## src/rtl/rmii_tx.sv

```systemverilog
// ---------------------------------------------------------------------------
// rmii_tx
// Serialises an upstream byte stream into an RMII transmit frame. The block
// sends the preamble and SFD, then the payload, zero padding up to
// MIN_PAYLOAD, and the IEEE 802.3 CRC-32. It then holds an inter-frame gap.
// An underrun or oversize frame is closed with an inverted FCS so the far end
// drops it, and tx_err pulses for one cycle. After an oversize abort the rest
// of the upstream frame is drained and discarded.
//
// Ports
//   eth_clkin  in   50 MHz RMII reference clock (single clock domain)
//   eth_rstn   in   asynchronous active-low reset
//   tx_vld     in   upstream byte valid
//   tx_dat     in   upstream payload byte (destination MAC first)
//   tx_last    in   final payload byte, qualified by tx_vld
//   tx_rdy     out  byte taken on an edge where tx_vld and tx_rdy are high
//   tx_err     out  one-cycle pulse on underrun or oversize abort
//   eth_txen   out  RMII transmit enable
//   eth_txd    out  RMII transmit dibit, LSB dibit first, 4 clocks per byte
// ---------------------------------------------------------------------------
module rmii_tx #(
    parameter int IFG_BYTES   = 12,
    parameter int MIN_PAYLOAD = 60,
    parameter int MAX_PAYLOAD = 1514
) (
    input  logic       eth_clkin,
    input  logic       eth_rstn,
    input  logic       tx_vld,
    input  logic [7:0] tx_dat,
    input  logic       tx_last,
    output logic       tx_rdy,
    output logic       tx_err,
    output logic       eth_txen,
    output logic [1:0] eth_txd
);

    typedef enum logic [2:0] {
        IDLE, PREAMBLE, DATA, PAD, FCS, IFG, DRAIN
    } state_t;

    // What to do at the boundary between two wire bytes.
    typedef enum logic [2:0] {
        ACT_PRE, ACT_DATA, ACT_PAD, ACT_FCS, ACT_FCS_NEXT, ACT_END
    } act_t;

    localparam logic [10:0] MIN_CNT  = 11'(MIN_PAYLOAD);
    localparam logic [10:0] MAX_CNT  = 11'(MAX_PAYLOAD);
    localparam logic [15:0] IFG_LAST = 16'(IFG_BYTES * 4 - 1);

    function automatic logic [31:0] crc32Byte(input logic [31:0] crc,
                                              input logic [7:0]  data);
        logic [31:0] c;
        c = crc ^ {24'h0, data};
        for (int i = 0; i < 8; i++) begin
            c = c[0] ? ((c >> 1) ^ 32'hEDB8_8320) : (c >> 1);
        end
        return c;
    endfunction

    state_t      state_q;
    logic [1:0]  dib_q;
    logic [2:0]  idx_q;
    logic [10:0] cnt_q;
    logic [15:0] gap_q;
    logic [7:0]  cur_q;
    logic [23:0] fcs_q;
    logic [31:0] crc_q;
    logic        last_q;
    logic        oversize_q;
    logic        tx_rdy_q;
    logic        tx_err_q;
    logic        eth_txen_q;
    logic [1:0]  eth_txd_q;

    logic [31:0] crc_dat_d;
    logic [31:0] crc_pad_d;
    logic [31:0] fcs_val_d;
    logic [1:0]  dibit_d;
    logic [7:0]  pre_byte_d;
    logic        need_byte_d;
    logic        err_d;
    logic        ovs_d;
    act_t        act_d;

    // Byte-boundary decision and datapath helpers. act_d is only acted on
    // when the 4th dibit of the current byte is on the wire.
    always_comb begin
        crc_dat_d  = crc32Byte(crc_q, tx_dat);
        crc_pad_d  = crc32Byte(crc_q, 8'h00);
        pre_byte_d = (idx_q == 3'd6) ? 8'hD5 : 8'h55;
        case (dib_q)
            2'd0:    dibit_d = cur_q[3:2];
            2'd1:    dibit_d = cur_q[5:4];
            default: dibit_d = cur_q[7:6];
        endcase
        // A request goes out only where the following byte must come from
        // upstream: after the SFD and after each non-final payload byte
        // that does not already fill the frame.
        need_byte_d = ((state_q == PREAMBLE) && (idx_q == 3'd7)) ||
                      ((state_q == DATA) && !last_q && (cnt_q != MAX_CNT));

        act_d = ACT_END;
        err_d = 1'b0;
        ovs_d = 1'b0;
        case (state_q)
            PREAMBLE: begin
                if (idx_q != 3'd7) begin
                    act_d = ACT_PRE;
                end else if (tx_vld) begin
                    act_d = ACT_DATA;
                end else begin
                    act_d = ACT_FCS;
                    err_d = 1'b1;
                end
            end
            DATA: begin
                if (last_q) begin
                    act_d = (cnt_q < MIN_CNT) ? ACT_PAD : ACT_FCS;
                end else if (cnt_q == MAX_CNT) begin
                    act_d = ACT_FCS;
                    err_d = 1'b1;
                    ovs_d = 1'b1;
                end else if (tx_vld) begin
                    act_d = ACT_DATA;
                end else begin
                    act_d = ACT_FCS;
                    err_d = 1'b1;
                end
            end
            PAD:     act_d = (cnt_q < MIN_CNT) ? ACT_PAD : ACT_FCS;
            FCS:     act_d = (idx_q != 3'd3) ? ACT_FCS_NEXT : ACT_END;
            default: act_d = ACT_END;
        endcase

        // A good FCS is the complemented CRC; an aborted frame sends the
        // uncomplemented register, i.e. the bitwise inverse of the good FCS.
        fcs_val_d = err_d ? crc_q : ~crc_q;
    end

    // Main FSM. Every output is a register loaded one clock ahead of the
    // wire, so each boundary action writes the first dibit of the new byte.
    always_ff @(posedge eth_clkin or negedge eth_rstn) begin
        if (!eth_rstn) begin
            state_q    <= IDLE;
            dib_q      <= '0;
            idx_q      <= '0;
            cnt_q      <= '0;
            gap_q      <= '0;
            cur_q      <= '0;
            fcs_q      <= '0;
            crc_q      <= '0;
            last_q     <= 1'b0;
            oversize_q <= 1'b0;
            tx_rdy_q   <= 1'b0;
            tx_err_q   <= 1'b0;
            eth_txen_q <= 1'b0;
            eth_txd_q  <= 2'b00;
        end else begin
            tx_rdy_q <= 1'b0;
            tx_err_q <= 1'b0;
            case (state_q)
                IDLE: begin
                    if (tx_vld) begin
                        state_q    <= PREAMBLE;
                        eth_txen_q <= 1'b1;
                        eth_txd_q  <= 2'b01;
                        cur_q      <= 8'h55;
                        dib_q      <= 2'd0;
                        idx_q      <= 3'd0;
                        cnt_q      <= '0;
                        last_q     <= 1'b0;
                        oversize_q <= 1'b0;
                        crc_q      <= 32'hFFFF_FFFF;
                    end
                end
                IFG: begin
                    if (gap_q == IFG_LAST) begin
                        state_q <= IDLE;
                    end else begin
                        gap_q <= gap_q + 16'd1;
                    end
                end
                DRAIN: begin
                    if (tx_vld && tx_rdy_q && tx_last) begin
                        state_q <= IFG;
                        gap_q   <= '0;
                    end else begin
                        tx_rdy_q <= 1'b1;
                    end
                end
                default: begin
                    if (dib_q != 2'd3) begin
                        dib_q     <= dib_q + 2'd1;
                        eth_txd_q <= dibit_d;
                        if (dib_q == 2'd2) begin
                            tx_rdy_q <= need_byte_d;
                        end
                    end else begin
                        dib_q <= 2'd0;
                        case (act_d)
                            ACT_PRE: begin
                                idx_q     <= idx_q + 3'd1;
                                cur_q     <= pre_byte_d;
                                eth_txd_q <= pre_byte_d[1:0];
                            end
                            ACT_DATA: begin
                                state_q   <= DATA;
                                cur_q     <= tx_dat;
                                eth_txd_q <= tx_dat[1:0];
                                last_q    <= tx_last;
                                cnt_q     <= cnt_q + 11'd1;
                                crc_q     <= crc_dat_d;
                            end
                            ACT_PAD: begin
                                state_q   <= PAD;
                                cur_q     <= 8'h00;
                                eth_txd_q <= 2'b00;
                                cnt_q     <= cnt_q + 11'd1;
                                crc_q     <= crc_pad_d;
                            end
                            ACT_FCS: begin
                                state_q    <= FCS;
                                idx_q      <= 3'd0;
                                cur_q      <= fcs_val_d[7:0];
                                eth_txd_q  <= fcs_val_d[1:0];
                                fcs_q      <= fcs_val_d[31:8];
                                tx_err_q   <= err_d;
                                oversize_q <= ovs_d;
                            end
                            ACT_FCS_NEXT: begin
                                idx_q     <= idx_q + 3'd1;
                                cur_q     <= fcs_q[7:0];
                                eth_txd_q <= fcs_q[1:0];
                                fcs_q     <= {8'h00, fcs_q[23:8]};
                            end
                            default: begin
                                eth_txen_q <= 1'b0;
                                eth_txd_q  <= 2'b00;
                                gap_q      <= '0;
                                if (oversize_q) begin
                                    state_q  <= DRAIN;
                                    tx_rdy_q <= 1'b1;
                                end else begin
                                    state_q <= IFG;
                                end
                            end
                        endcase
                    end
                end
            endcase
        end
    end

    assign tx_rdy   = tx_rdy_q;
    assign tx_err   = tx_err_q;
    assign eth_txen = eth_txen_q;
    assign eth_txd  = eth_txd_q;

endmodule

```

## config.mk

```make
export PLATFORM = sky130hd
export DESIGN_NAME = rmii_tx
export DESIGN_NICKNAME = d
export VERILOG_FILES = /design/src/rtl/rmii_tx.sv
export SDC_FILE = /design/constraint.sdc
export NUM_CORES = 1
export LEC_CHECK = 0
export BUFFER_PORTS_ARGS = -buffer_cell sky130_fd_sc_hd__buf_4
export CAP_MARGIN = 40
export CORE_MARGIN = 2
export CORE_UTILIZATION = 60
export DETAILED_ROUTE_END_ITERATION = 8
export GPL_TIMING_DRIVEN = 0
export PLACE_DENSITY = 0.77
export SYNTH_ARGS = -nofsm -noshare
export SYNTH_HDL_FRONTEND = slang
export SYNTH_SLANG_ARGS = --single-unit
```

## constraint.sdc

```tcl
create_clock -name eth_clkin -period 3.79 [get_ports eth_clkin]
set_input_delay 0.5685 -clock eth_clkin [delete_from_list [all_inputs] [get_ports eth_clkin]]
set_output_delay 0.5685 -clock eth_clkin [all_outputs]
set_load 0.005 [all_outputs]
```

==> flow_metrics.env <==
export IMPL_status="complete, but fails checks"
export IMPL_failed_checks="design-rule violations"
export IMPL_worst_ep_arrival_time_ns=3.66
export IMPL_path_clk_slew_ns=0.07
export IMPL_cts_path_max_buffers=2
export IMPL_post_route_cell_area_mm2=0.00776
export IMPL_place_gp_congestion=0.969
export IMPL_grt_pass1_wl_um=32100
export IMPL_cpPeakStageDelay_ns=0.46
export IMPL_die_x_um=113
export IMPL_clock_sinks=104
export IMPL_pwr_share_comb=0.613
export IMPL_fin_util=0.674
export IMPL_synthesis_area_mm2=0.00712
export IMPL_synth_top_cell_area_share=0.366
export IMPL_fin_nets=811
export IMPL_place_area_mm2=0.00741
export IMPL_vdd_drop_max_v=0.000647
export IMPL_ant_nets=0
export IMPL_rows=39
export IMPL_overflow=0
export IMPL_setup_ws_ns=0.370
export IMPL_clk_latency_ns=0.36
export IMPL_fin_tns_setup_ns=0
export IMPL_grt_total_usage=0.324
export IMPL_period_share=0.902
export IMPL_die_h_um=113
export IMPL_drive_above_1_share=0.0808
export IMPL_syn_inst=764
export IMPL_timing_fmax_mhz=292
export IMPL_tritoncts="yes"
export IMPL_p_seq_frac=0.240
export IMPL_dp_hpwl_um=14400
export IMPL_synth_edf_count=0
export IMPL_start_kind="flip-flop"
export IMPL_dp_slack_ns=0.266
export IMPL_worstSetupPathType="flip-flop to flip-flop"
export IMPL_grt_pass1_vias=5881
export IMPL_root_buffer="clkbuf_16"
export IMPL_grt_max_degree=56
export IMPL_num_io_pins=17
export IMPL_postCtsSetupBuffers=0
export IMPL_drtPass1Iterations=7
export IMPL_crit_start="idx_q[0]"
export IMPL_fp_dieArea_mm2=0.0127
export IMPL_cp_max_fo=10
export IMPL_tightest_slew_ns=0.857
export IMPL_syn_nets=787
export IMPL_core_mm2=0.0115
export IMPL_yosysTopAreaCell="dfrtp_1"
export IMPL_rsz0062_at_grt="false"
export IMPL_synth_area_leaders="dfrtp_1 (37%), xnor2_1 (13%), xor2_1 (5.3%), o21ai_0 (4.6%), nand2_1 (4.0%)"
export IMPL_required_ns=4.04
export IMPL_cts_htree_levels=3
export IMPL_cp_common_cell="ha_1"
export IMPL_area_delta_synth_final_pct=9.04
export IMPL_antenna_cells=0
export IMPL_floorplan_initialDensity=0.618
export IMPL_seq_area_mm2=0.00260
export IMPL_power_density_mw_per_mm2=957
export IMPL_final_hold_viol_count=0
export IMPL_antenna_found_initial=0
export IMPL_clock_skew_ns=0.00624
export IMPL_cp_slowest_cell="a21oi_2"
export IMPL_swShare=0.438
export IMPL_path_cells="ha_1 -> ha_1 -> a21oi_1 -> or2_2 -> buf_1 -> nor2_2 -> nand2_1 -> a21oi_2 -> buf_2 -> mux2_2"
export IMPL_cap_violations=0
export IMPL_via_per_inst=6.45
export IMPL_stdcell_count=935
export IMPL_drt_wl_total_um=19900
export IMPL_cp_end_kind="flip-flop"
export IMPL_vias=6031
export IMPL_cts_buffers=9
export IMPL_avgSynthCellArea_um2=9.32
export IMPL_multiInputGateArea_mm2=0.00426
export IMPL_power_frac_clock=0.147
export IMPL_synth_ff_type="dfrtp_1"
export IMPL_synth_common_cells="xnor2_1 (107), dfrtp_1 (104), nand2_1 (75)"
export IMPL_r2r_setup_slack_ns=0.37
export IMPL_finalSetupViolCount=0
export IMPL_drv_slew=0
export IMPL_cp_num_buf_inv=2
export IMPL_wl_per_cell_um=21.3
export IMPL_fillCellCount=926
export IMPL_hold_class="input pin to async pin"
export IMPL_switching_power_mw=3.25
export IMPL_drtIter0Drc=752
export IMPL_port_buffer_count=10
export IMPL_p_leak_nw=3.07
export IMPL_drc=2
export IMPL_critPathTopFamily="simple AND/OR/NAND/NOR gates"
export IMPL_dp_cells=920
export IMPL_finalCriticalPeriod_ns=3.42
export IMPL_slew_headroom=0.427
export IMPL_synthArstFlopShare=1.00
export IMPL_ys_warn_count=0
export IMPL_yosysSeqAreaShare=0.366
export IMPL_ys_seq_elements=104
export IMPL_netlist_cell_type_count=66
export IMPL_p_int_mw=4.17
export IMPL_post_synth_top_count_cell="xnor2_1"
export IMPL_r2r_start="idx_q[0]"
-- state kept, by name (all words and copies together) (netlist names) --
signal      cells
gap_q          16
dib_q           2
last_q          1
cnt_q          11
oversize_q      1
fcs_q          24
crc_q          32
eth_txd         2
eth_txen        1
cur_q           6
state_q         3
tx_err          1
idx_q           3
tx_rdy          1
-- cells by family (layout without fill, tap and decap cells) --
logic type      count (synthesis)  after routing  share of synthesized area
simple gates                  201            201                      0.138
flops                         104            104                      0.366
buf+inv                        64             92                     0.0359
xor+xnor                      161            161                      0.219
fa+ha+maj                      11             11                     0.0193
mux                            29             29                     0.0438
compound gates                194            194                      0.178
-- layout make-up --
class	instances	area share
buffer	54	0.0281
timing repair buffer	13	0.0152
sequential	104	0.335
clock inverter	5	0.0134
inverter	10	0.00484
clock buffer	10	0.0308
multi-input combinational	596	0.549
tap	143	0.0231
-- path summary, 6_finish.rpt --
check,end,cells past startpoint
worst max-delay path,fcs_q[12],10
worst min-delay path,idx_q[0],1
worst max register to register,fcs_q[12],10
worst min register to register,gap_q[15],1
max in group asynchronous,crc_q[27],2
min in group eth_clkin,last_q,3
-- per-layer routing --
layer,vias up,wire [um],track usage
li1,2771,-,-
met1,2952,8520,0.435
met2,254,9430,0.527
met3,54,1240,0.0680
met4,0,702,0.111
met5,-,0,0
-- placed cells by master, fill, tap and decap left out, types with 8 or more instances in the layout --
cell type  count
xnor2_1      107
dfrtp_1      104
nand2_1       75
o21ai_0       65
xor2_1        43
clkbuf_1      42
nor2_1        30
nor3_1        30
a21oi_1       29
a31oi_1       21
mux2_2        17
nand3_1       16
mux2i_1       12
ha_1          11
inv_1         10
a22o_1        10
buf_4         10
clkbuf_16      9
o31ai_1        8
nand4_1        8
-- what timing repair did --
item / 4_1_cts / 5_1_grt
hold endpoints to repair: 0 / 0
hold buffers: 0 / 0
gates resized for setup: 0 / 1
endpoints found under the setup margin: 0 / 9
-- power by group through the flow --
stage          Clock [mW]  Sequential, mW  Combinational, mW
2_1_floorplan           0            1.66               3.58
3_3_place_gp            0            1.78               4.35
3_5_place_dp            0            1.79               4.48
4_1_cts              1.10            1.77               4.50
5_1_grt              1.14            1.81               4.91
6_report             1.09            1.78               4.55
-- stage by stage --
step	power, mW	hold WS, ns
after detailed placement	6.27	0.477
after global routing	7.85	0.303
after global placement	6.13	0.476
final	7.43	0.237
after floorplan	5.24	0.273
after CTS	7.37	0.263
No activity file was read; power rests on OpenSTA's default activity.
